File: src/rtl/instr_sequencer.sv
// instr_sequencer: fetches 9-bit instructions from a synchronous ROM and issues them to the control unit
// Ports:
//   clk      rising-edge clock
//   Resetn   asynchronous active-low reset
//   Start    begin execution at address 0 (accepted only when idle and Halt is low)
//   Halt     stop at the next instruction boundary
//   MemAddr  ROM address, combinational from state and PC
//   MemData  ROM read data, valid one cycle after MemAddr
//   IR       latched instruction word
//   DIN      latched immediate word for mvi
//   Run      one-cycle issue pulse
//   Done     completion strobe from the control unit
//   PC       address of the current instruction
//   Busy     high whenever the sequencer is not idle
//   Fault    sticky Done-timeout flag
module instr_sequencer #(
   parameter int ADDR_W       = 5,
   parameter int DONE_TIMEOUT = 15
) (
   input  logic              clk,
   input  logic              Resetn,
   input  logic              Start,
   input  logic              Halt,
   output logic [ADDR_W-1:0] MemAddr,
   input  logic [8:0]        MemData,
   output logic [8:0]        IR,
   output logic [8:0]        DIN,
   output logic              Run,
   input  logic              Done,
   output logic [ADDR_W-1:0] PC,
   output logic              Busy,
   output logic              Fault
);
   localparam int CW = $clog2(DONE_TIMEOUT + 1);
   typedef enum logic [2:0] {IDLE, FETCH, LATCH, IMM_FETCH, IMM_LATCH, ISSUE, WAIT_DONE, ADVANCE} state_t;
   state_t            state, state_nxt;
   logic [ADDR_W-1:0] pc_nxt, pc_inc;
   logic [8:0]        ir_nxt, din_nxt;
   logic              fault_nxt, halt_pending, hp_nxt;
   logic [CW-1:0]     cnt, cnt_nxt;
   assign pc_inc  = PC + ADDR_W'(1);
   assign MemAddr = (state == IMM_FETCH || state == IMM_LATCH) ? pc_inc : PC;
   assign Run     = state == ISSUE;
   assign Busy    = state != IDLE;
   always_comb begin
      state_nxt = state;
      pc_nxt    = PC;
      ir_nxt    = IR;
      din_nxt   = DIN;
      fault_nxt = Fault;
      cnt_nxt   = cnt;
      case (state)
         IDLE:      if (Start && !Halt) begin
                       state_nxt = FETCH;
                       pc_nxt    = '0;
                       fault_nxt = 1'b0;
                    end
         FETCH:     state_nxt = LATCH;
         // Opcodes 4-7 (MSB set) are reserved and skipped without a Run pulse
         LATCH:     begin
                       ir_nxt    = MemData;
                       state_nxt = MemData[8:6] == 3'd1 ? IMM_FETCH : MemData[8] ? ADVANCE : ISSUE;
                    end
         IMM_FETCH: state_nxt = IMM_LATCH;
         IMM_LATCH: begin
                       din_nxt   = MemData;
                       state_nxt = ISSUE;
                    end
         ISSUE:     begin
                       cnt_nxt   = '0;
                       state_nxt = WAIT_DONE;
                    end
         // cnt counts Done-less cycles already spent; the last allowed one trips Fault
         WAIT_DONE: if (Done) state_nxt = ADVANCE;
                    else if (cnt == CW'(DONE_TIMEOUT - 1)) begin
                       fault_nxt = 1'b1;
                       state_nxt = IDLE;
                    end else cnt_nxt = cnt + CW'(1);
         ADVANCE:   begin
                       pc_nxt    = PC + (IR[8:6] == 3'd1 ? ADDR_W'(2) : ADDR_W'(1));
                       state_nxt = halt_pending ? IDLE : FETCH;
                    end
         default:   state_nxt = IDLE;
      endcase
      // Pending halt survives until the sequencer returns to IDLE by any route
      hp_nxt = state_nxt != IDLE && (halt_pending || Halt);
   end
   always_ff @(posedge clk or negedge Resetn) begin
      if (!Resetn) begin
         state        <= IDLE;
         PC           <= '0;
         IR           <= '0;
         DIN          <= '0;
         Fault        <= 1'b0;
         halt_pending <= 1'b0;
         cnt          <= '0;
      end else begin
         state        <= state_nxt;
         PC           <= pc_nxt;
         IR           <= ir_nxt;
         DIN          <= din_nxt;
         Fault        <= fault_nxt;
         halt_pending <= hp_nxt;
         cnt          <= cnt_nxt;
      end
   end
endmodule
File: config.mk
export PLATFORM = sky130hd
export DESIGN_NAME = instr_sequencer
export DESIGN_NICKNAME = d
export VERILOG_FILES = /design/src/rtl/instr_sequencer.sv
export SDC_FILE = /design/constraint.sdc
export NUM_CORES = 1
export LEC_CHECK = 0
export ABC_AREA = 1
export CORE_MARGIN = 5
export CORE_UTILIZATION = 51
export CTS_CLUSTER_DIAMETER = 100
export DETAILED_ROUTE_END_ITERATION = 10
export PLACE_DENSITY = 0.88
export SETUP_SLACK_MARGIN = 0.3
export SYNTH_ARGS = -nofsm -noshare
export SYNTH_HDL_FRONTEND = slang
export SYNTH_SLANG_ARGS = --single-unit
File: constraint.sdc
create_clock -name clk -period 3.3 [get_ports clk]
set_input_delay 0.825 -clock clk [delete_from_list [all_inputs] [get_ports clk]]
set_output_delay 0.825 -clock clk [all_outputs]
set_load 0.02 [all_outputs]
# --- Yosys cells after proc, flatten, opt, wreduce, memory -nomap -nowiden ---
# Index checks and enable logic that the tools add are counted.
totals:
  regBits: 32
  input_bits: 14
  out_inout_bits: 31
  elab_cells: 56
classes:
  add_sub_neg: 3
  eq_ne: 14
  mux: 18
  reduce_logical: 14
op_table:
  columns: ["op", "count"]
  rows:
  - ["case mux 3 bit (8 select lines)", 1]
  - ["equality test 3 bit (second input constant)", 4]
  - ["two-way mux 3 bit", 4]
  - ["two-way mux 5 bit", 2]
  - ["case mux 5 bit (2 select lines)", 1]
  - ["equality test 3 x 1 -> 1 bit (second input constant)", 3]
  - ["two-way mux 4 bit", 2]
  - ["!= test 2 bit (second input constant)", 4]
  - ["case mux 4 bit (2 select lines)", 1]
  - ["equality test 3 x 2 -> 1 bit (second input constant)", 2]
  - ["nonzero test 2 bit", 3]
  - ["nonzero test 3 bit", 2]
  - ["adder 5 x 1 -> 5 bit (second input constant)", 1]
  - ["adder 5 x 2 -> 5 bit", 1]
  - ["adder 4 x 1 -> 4 bit (second input constant)", 1]
  - ["equality test 4 bit (second input constant)", 1]
  - ["two-way mux 1 bit", 4]
  - ["two-way mux 2 bit", 2]
  - ["AND reduction 4 bit", 1]
  - ["zero test 3 bit", 1]
  - ["AND reduction 3 bit", 1]
  - ["logical AND 1 bit", 2]
  - ["logical OR 1 bit", 2]
  - ["case mux 1 bit (2 select lines)", 1]
  - ["2 further kinds", 2]

# --- Depth between registers and ports, before layout ---
# Gate-level depths: netlist of run 1.
logic_depth:
  word_depth: 6
  ltp_mapped: 9
  depth_no_buf: 9

# --- Worst setup path after synthesis of run 1 ---
# No wires, ideal clock.
synth_timing:
  path_type: "reg2out"
  start: "register state[0]"
  end: "output MemAddr[4]"
  arrival_time_ns: 1.307
  t_required_ns: 2.475
  path_slack_ns: 1.168
  path_stages_with_launch: 6
  path_buffers: 0
  cell_sequence: "dfrtp_1 nor2_1 nand2_2 nand2_2 nand4_1 xnor2_1"
synth_between:
  elab_chain_cells: 3
  word_cells_on_any_way: 4
  cone_classes: "eq/ne (2); mux (1); reduce/logical (1)"
synth_rtl:
  columns: ["item", "line_no", "source"]
  rows:
  - ["from (decl)", "36", "state_t state, state_nxt;"]
  - ["from (signal assigned)", "98", "state <= state_nxt;"]
  - ["equality test 3 x 2 -> 1 bit / equality test 3 bit (equally long branches)", "42", "assign MemAddr = (state == IMM_FETCH || state == IMM_LATCH) ? pc_inc : PC;"]
  - ["logical OR 1 bit (*)", "42", null]
  - ["two-way mux 5 bit (*)", "42", null]
  - ["to (decl)", "24", "output logic [ADDR_W-1:0] MemAddr,"]
# Every way passes the cells marked *; elsewhere a longest branch is shown, timed or not.

# --- Final worst setup path of run 1 ---
# Same ends and word-level chain as after synthesis.

==> out/qor.txt, run 1 <==
========================================================================================
Outcome                                                                     finished, final reports clean
Total Die Area                                                              0.004335 sq mm
Ranking of synthesized cells by area                                        sky130_fd_sc_hd__dfrtp_1, sky130_fd_sc_hd__nand2_1, sky130_fd_sc_hd__inv_1
Required time of the critical path                                               2470 ps
Iteration count of the initial detailed-routing pass                                   4
Fraction of final layout cells sized beyond drive strength 1                      8.936%
Syn Inst Count                                                                       184
Final setup violating endpoints                                                        0
Highest net fanout along the worst path                                               18
Post-route fraction of the period consumed by the critical path                   82.47%
Total leakage power                                                             1.073 nW
Met2 usage in global routing                                                      30.16%
First-pass GRT wire length                                                  5713 microns
Worst setup path start                                                      state[0]$_DFF_PN0_
Net count after synthesis                                                            204
Time the worst path needs with I/O delays and setup                              2721 ps
Largest net degree at the start of global routing                                     33
Starting density of the core                                                      52.52%
Total half-perimeter wirelength after legalization and detailed placement   2654 microns
Global-route layer with the greatest usage                                          met2
Number of antenna violations at the first check in global routing                      0
Count of routing violations after the opening detailed-route iteration                73
Via Count                                                                          1,338
Wire length per cell after detailed routing                                 12.04 microns
Via count normalized by instance count                                             4.796
Number of library cell types mapped by synthesis                                      26
Total wire length after detailed routing                                    3359 microns
Total of max-cap violations                                                            0
Number of storage elements in the synthesis netlist                                   32
Number of synthesized flops with an enable pin                                         0
Overall overflow remaining after global route                                          0
# port buffers                                                                        44
Global routing usage summed across all routing layers                             17.35%
Number of sinks on the clock net                                                      32
Depth of the CTS H-tree                                                                2
Arrival time at the worst endpoint                                               1900 ps
Number of hold-repair buffers added at the cts stage                                   0
GRT met1 Usage                                                                    19.78%
Setup repair after global routing missed its margin                                false
Total Nets Final                                                                     254
Final Skew                                                                      9.158 ps
Power per unit of standard cell area                                        961.2 mW/mm^2
Number of global-route vias before repair                                          1,357
Critical path start-end classification                                      register to primary output
Number of buffers on the longest clock path                                            2
Placeable core region                                                       0.003028 sq mm
Setup crit start kind                                                           register
Setup bufs post-CTS                                                                    0
Number of max-slew violations in the final report                                      0
Clock latency at the later pin of the worst-skew pair                             320 ps
Slowest cell on crit path                                                   sky130_fd_sc_hd__dfrtp_1
Post-route setup TNS                                                                0 ps
Worst max-slew margin expressed relative to the limit                             72.13%
Smallest hold slack                                                             498.3 ps
Peak supply drop                                                             0.0004652 V
Clock-pin slew on the worst setup and hold paths                                   90 ps
Critical path cell sequence                                                 nor2_1 -> nand2_4 -> nand2_4 -> nand4_1 -> xnor2_1 -> dlygate4sd2_1
Critical Path Sink Type                                                     primary output
Cell with the most instances after synthesis                                sky130_fd_sc_hd__nand2_1
Combined buffer and inverter count along the critical path                             1
Final count of hold timing violations                                                  0
Number of core rows                                                                   20
Async set-reset flop share out of synthesis                                       100.0%
Final estimated routing congestion in global placement                            0.7947
Area of the mapped netlist                                                  0.001590 sq mm
Most common library cells after synthesis                                   sky130_fd_sc_hd__nand2_1, sky130_fd_sc_hd__dfrtp_1, sky130_fd_sc_hd__inv_1, sky130_fd_sc_hd__o21ai_1
Worst setup slack for register-to-register paths                                 1270 ps
Layout overhead on the synthesized area                                           35.56%
Clock tree from TritonCTS                                                           done
Vertical extent of the die                                                  65.84 microns
Grt met3 use                                                                      4.762%
Count of inserted antenna diode cells                                                  0
Startpoint of the worst-slack reg-to-reg timing path                        IR[7]$_DFFE_PN0P_
Cell repeated most along the worst path                                     sky130_fd_sc_hd__nand2_4
I/O pin cnt                                                                           45
Overall die width                                                           65.84 microns
Family with the most delay on the worst path                                simple AND/OR/NAND/NOR gates
Dominant cell type by area after synthesis                                  sky130_fd_sc_hd__dfrtp_1
Mean instance size in the synthesized netlist                                8.643 sq um
Area share of the leading cell type in the synthesized netlist                    50.35%
Synthesis warning total                                                                0
Utilization of the core after routing                                             71.20%
CTS Root Buffer Type                                                        sky130_fd_sc_hd__clkbuf_4
Hold Path Origin                                                            DIN[4]$_DFFE_PN0P_
Number of design rule violations left after detail routing                             0
Synth Flop Type                                                             sky130_fd_sc_hd__dfrtp_1
CP peak stage delay                                                               440 ps
Fraction of the yosys area taken by sequential cells                              50.35%
Achievable frequency                                                           367.5 MHz
CTS Buf Count                                                                          5
Path category of the worst min-delay check                                  register to register
Slew of the pin with the lowest slew margin                                     414.9 ps
Antenna viol nets, final                                                               0
========================================================================================
-- timing repair --
action	CTS	global route
endpoints found under the setup margin	3	3
resized for setup	4	3
cloned	0	0
-- state kept, by name, indices dropped and copies added, names as in the netlist --
register / count
DIN: 9
Fault: 1
IR: 9
PC: 5
cnt: 4
halt_pending: 1
state: 3
-- final timing paths --
| check | endpoint | cells past startpoint |
|---|---|---|
| setup / recovery | MemAddr[4] | 6 |
| hold / removal | DIN[4]$_DFFE_PN0P_ | 2 |
| setup reg to reg | PC[2]$_DFFE_PN0P_ | 7 |
| hold reg to reg | DIN[4]$_DFFE_PN0P_ | 2 |
| max in group asynchronous | PC[4]$_DFFE_PN0P_ | 2 |
| min in group asynchronous | IR[1]$_DFFE_PN0P_ | 2 |
-- placed cells by master, fill, tap and decap left out --
cell,netlist,routed
sky130_fd_sc_hd__a21oi_1,4,4
sky130_fd_sc_hd__clkbuf_1,1,1
sky130_fd_sc_hd__nor2_2,3,3
sky130_fd_sc_hd__xor2_1,4,4
sky130_fd_sc_hd__dfrtp_1,32,32
sky130_fd_sc_hd__dlymetal6s2s_1,0,3
sky130_fd_sc_hd__nand4_1,2,2
sky130_fd_sc_hd__o21a_1,1,1
sky130_fd_sc_hd__nor2_1,13,13
sky130_fd_sc_hd__mux2_2,1,1
sky130_fd_sc_hd__clkbuf_4,0,5
sky130_fd_sc_hd__nor2_4,1,1
sky130_fd_sc_hd__nand2_1,40,40
sky130_fd_sc_hd__clkinvlp_4,0,1
sky130_fd_sc_hd__ha_1,5,5
sky130_fd_sc_hd__inv_2,3,3
sky130_fd_sc_hd__dlygate4sd2_1,0,2
sky130_fd_sc_hd__o21ai_0,13,13
sky130_fd_sc_hd__clkdlybuf4s50_1,0,39
sky130_fd_sc_hd__inv_1,23,23
sky130_fd_sc_hd__clkinv_1,1,1
sky130_fd_sc_hd__buf_4,0,1
sky130_fd_sc_hd__nand3b_4,1,1
sky130_fd_sc_hd__o32ai_1,1,1
sky130_fd_sc_hd__clkbuf_8,0,1
sky130_fd_sc_hd__nor3_1,4,4
sky130_fd_sc_hd__nand3_2,2,2
sky130_fd_sc_hd__o21ai_1,14,14
sky130_fd_sc_hd__xnor2_1,1,1
sky130_fd_sc_hd__nand3_1,10,10
sky130_fd_sc_hd__fa_1,1,1
sky130_fd_sc_hd__nand2_4,0,2
-- worst min-delay path: cells and delay by family (launching register included) --
| family | cells | cell delay, ps |
|---|---|---|
| flops | 1 | 360 |
| compound gates | 1 | 60 |
| simple gates | 1 | 50 |
-- cells by family after synthesis --
group                      share of synthesized area, %
AOI/OAI and AO/OA                                 10.78
xor gates and xnor gates                          2.754
muxes                                            0.7081
buffers and inverters                             7.316
DFF                                               50.35
adders and majority gates                         5.193
and+or+nand+nor                                   22.90
-- area by class of cell --
cell class / instances / area (sq um)
tap: 44 / 55.05
fill: 238 / 872.1
sequential: 32 / 800.8
multi-input combinational: 123 / 683.2
inverter: 27 / 101.3
timing repair buffer: 45 / 452.9
clock inverter: 1 / 7.507
clock buffer: 7 / 55.05
-- layer usage --
layer  vias to the layer above  part of all wire [%]
met5                         -                     0
met4                         0                   1.1
met3                         4                   3.8
met2                        27                    51
met1                       614                    44
li1                        693                     -
-- stage by stage --
stage | std cells | total power [W] | worst slack, ps | cell area (sq um)
2_1_floorplan | 184 | 0.001368 | 1168 | 1590
3_3_place_gp | 271 | 0.001820 | 659.8 | 2078
3_5_place_dp | 271 | 0.001856 | 549.2 | 2078
4_1_cts | 279 | 0.002098 | 357.7 | 2148
5_1_grt | 279 | 0.002235 | 404.0 | 2156
6_report | 279 | 0.002072 | 578.6 | 2156
-- power breakdown --
| part | total [W] | switching (W) | internal (W) |
|---|---|---|---|
| sequential | 0.000701 | 0.000140 | 0.000562 |
| clock | 0.000228 | 0.000124 | 0.000104 |
| combinational | 0.00114 | 0.000651 | 0.000492 |
Note: power is estimated with default switching activity, not from simulation.
==> run 2, diff against run 1 <==
--- a/config.mk
+++ b/config.mk
@@ -7,10 +7,10 @@
 export LEC_CHECK = 0
 export ABC_AREA = 1
 export CORE_MARGIN = 5
-export CORE_UTILIZATION = 51
+export CORE_UTILIZATION = 47
 export CTS_CLUSTER_DIAMETER = 100
 export DETAILED_ROUTE_END_ITERATION = 10
-export PLACE_DENSITY = 0.88
+export PLACE_DENSITY = 0.82
 export SETUP_SLACK_MARGIN = 0.3
 export SYNTH_ARGS = -nofsm -noshare
 export SYNTH_HDL_FRONTEND = slang
==> constraint.sdc (replaced) <==
create_clock -name clk -period 2.55 [get_ports clk]
set_input_delay 0.6375 -clock clk [delete_from_list [all_inputs] [get_ports clk]]
set_output_delay 0.6375 -clock clk [all_outputs]
set_load 0.02 [all_outputs]
==> out/qor.txt, run 2 (synthesis gave the netlist of run 1 again) <==
========================================================================================
Arrival time at the worst endpoint                                               1580 ps
Fraction of final layout cells sized beyond drive strength 1                      15.70%
Required time of the critical path                                               1910 ps
Cell Count, Final, Fillers Out                                                       288
Overall overflow remaining after global route                                          0
I/O pin cnt                                                                           45
Total half-perimeter wirelength after legalization and detailed placement   2656 microns
Number of core rows                                                                   21
Power per unit of standard cell area                                        1268 mW/mm^2
Vertical extent of the die                                                  68.17 microns
Total of max-cap violations                                                            0
Final count of hold timing violations                                                  0
Global routing usage summed across all routing layers                             18.55%
Critical path start-end classification                                      register to primary output
Highest net fanout along the worst path                                                7
Number of global-route vias before repair                                          1,407
Iteration count of the initial detailed-routing pass                                   5
Cell total after placement                                                           274
Most used cells in the layout excluding fill and tap cells                  sky130_fd_sc_hd__nand2_1, sky130_fd_sc_hd__clkdlybuf4s50_1, sky130_fd_sc_hd__dfrtp_1
Sum of internal, switching and leakage power                                  0.002789 W
Achievable frequency                                                           450.6 MHz
Depth of the CTS H-tree                                                                2
Final setup violating endpoints                                                        0
Number of sinks on the clock net                                                      32
Total Nets Final                                                                     261
Final Skew                                                                      9.954 ps
Slowest cell on crit path                                                   sky130_fd_sc_hd__dfrtp_2
Total Die Area                                                              0.004647 sq mm
Wire length per cell after detailed routing                                 12.71 microns
Overall die width                                                           68.17 microns
Number of max-slew violations in the final report                                      0
Post-route fraction of the period consumed by the critical path                   87.02%
Total wire length after detailed routing                                    3661 microns
Worst max-slew margin expressed relative to the limit                             69.92%
Most common cell after layout, fill and taps aside                          sky130_fd_sc_hd__nand2_1
Family with the most delay on the worst path                                  flip-flops
Setup repair after global routing missed its margin                                 true
Number of hold-repair buffers added at the cts stage                                   0
Post-route setup TNS                                                                0 ps
Clock-pin slew on the worst setup and hold paths                                  100 ps
Number of buffers on the longest clock path                                            2
CP peak stage delay                                                               480 ps
Largest net degree at the start of global routing                                     33
Outcome                                                                     finished, final reports clean
Via Count                                                                          1,410
Critical path cell sequence                                                 nor2_4 -> nand2_2 -> nand2_4 -> nand4_1 -> xor2_1 -> buf_4
Number of design rule violations left after detail routing                             0
Placeable core region                                                       0.003311 sq mm
CTS Buf Count                                                                          5
Number of antenna violations at the first check in global routing                      0
Antenna viol nets, final                                                               0
Final estimated routing congestion in global placement                            0.7609
Layout overhead on the synthesized area                                           38.32%
Count of routing violations after the opening detailed-route iteration                54
Starting density of the core                                                      48.03%
Peak supply drop                                                             0.0006507 V
CTS Root Buffer Type                                                        sky130_fd_sc_hd__clkbuf_4
Via count normalized by instance count                                             4.896
Smallest hold slack                                                             496.1 ps
Path category of the worst min-delay check                                  register to register
Time the worst path needs with I/O delays and setup                              2219 ps
Setup crit start kind                                                           register
Critical Path Sink Type                                                     primary output
Total leakage power                                                             1.058 nW
Registers with the most flip-flops                                          DIN (9), IR (9), PC (5)
Clock tree from TritonCTS                                                           done
Slew of the pin with the lowest slew margin                                     447.8 ps
First-pass GRT wire length                                                  6258 microns
Count of inserted antenna diode cells                                                  0
# port buffers                                                                        44
Combined buffer and inverter count along the critical path                             1
Clock latency at the later pin of the worst-skew pair                             330 ps
========================================================================================
==> run 2: cell types whose count changed in the layout (fill, tap and decap cells not counted), sizes merged <==
cell / previous run / this run
dlymetal6s2s: 3 / 0
buf: 1 / 12
clkbuf: 7 / 8
clkdlybuf4s50: 39 / 37
==> run 2: timing repair <==
action                     4_1_cts  5_1_grt
setup buffers                    4        2
pin swaps                        1        3
gates resized for setup         21       13
setup endpoints to repair        7        6
==> run 2: final timing paths <==
path / from / end / slack (ps) / cells past startpoint
setup / recovery: state[1]$_DFF_PN0_ / MemAddr[3] / 330 / 6
hold / removal: IR[2]$_DFFE_PN0P_ / IR[2]$_DFFE_PN0P_ / 500 / 2
setup reg to reg: IR[7]$_DFFE_PN0P_ / PC[2]$_DFFE_PN0P_ / 510 / 7
hold reg to reg: IR[2]$_DFFE_PN0P_ / IR[2]$_DFFE_PN0P_ / 500 / 2
max in group asynchronous: Resetn / state[0]$_DFF_PN0_ / 1560 / 2
min in group asynchronous: Resetn / DIN[0]$_DFFE_PN0P_ / 680 / 2
==> run 2: per-layer routing <==
metal	vias to the layer above	part of all wire, %	GRT usage (%)
met5	-	0	0
met4	0	2.8	11.66
met3	10	5.5	3.777
met2	37	51	32.01
met1	656	41	20.71
li1	707	-	-
==> run 2: layout make-up <==
cell class                      instances  area [sq um]
Clock buffer                            7         55.05
Clock inverter                          1         7.507
Fill cell                             283          1111
Inverter                               27         103.9
Multi-Input combinational cell        123         690.7
Sequential cell                        32         804.5
Tap cell                               46         57.56
Timing Repair Buffer                   52         480.5
==> run 2: worst reg2reg max path: stages (launching register included) <==
cell and delay (ps):
sky130_fd_sc_hd__dfrtp_1 420, sky130_fd_sc_hd__nor3_1 420, sky130_fd_sc_hd__inv_1 90, sky130_fd_sc_hd__ha_1 230, sky130_fd_sc_hd__fa_1 390, sky130_fd_sc_hd__nand2_1 100, sky130_fd_sc_hd__inv_1 40, sky130_fd_sc_hd__o32ai_1 250
==> run 2: report_power, final <==
group / internal (W) / switching (W) / total (W)
logic: 0.000679 / 0.000889 / 0.00157
clock network: 0.000135 / 0.000173 / 0.000308
registers: 0.000732 / 0.000181 / 0.000913
==> run 2: per-stage QoR <==
step	cell area, sq um	utilization (%)	setup WS (ps)
after floorplan	1590	-	605.6
after global placement	2088	63.08	226.1
after detailed placement	2088	63.08	136.9
after CTS	2166	65.42	294.3
after global routing	2200	66.44	250.8
final	2200	66.44	330.9
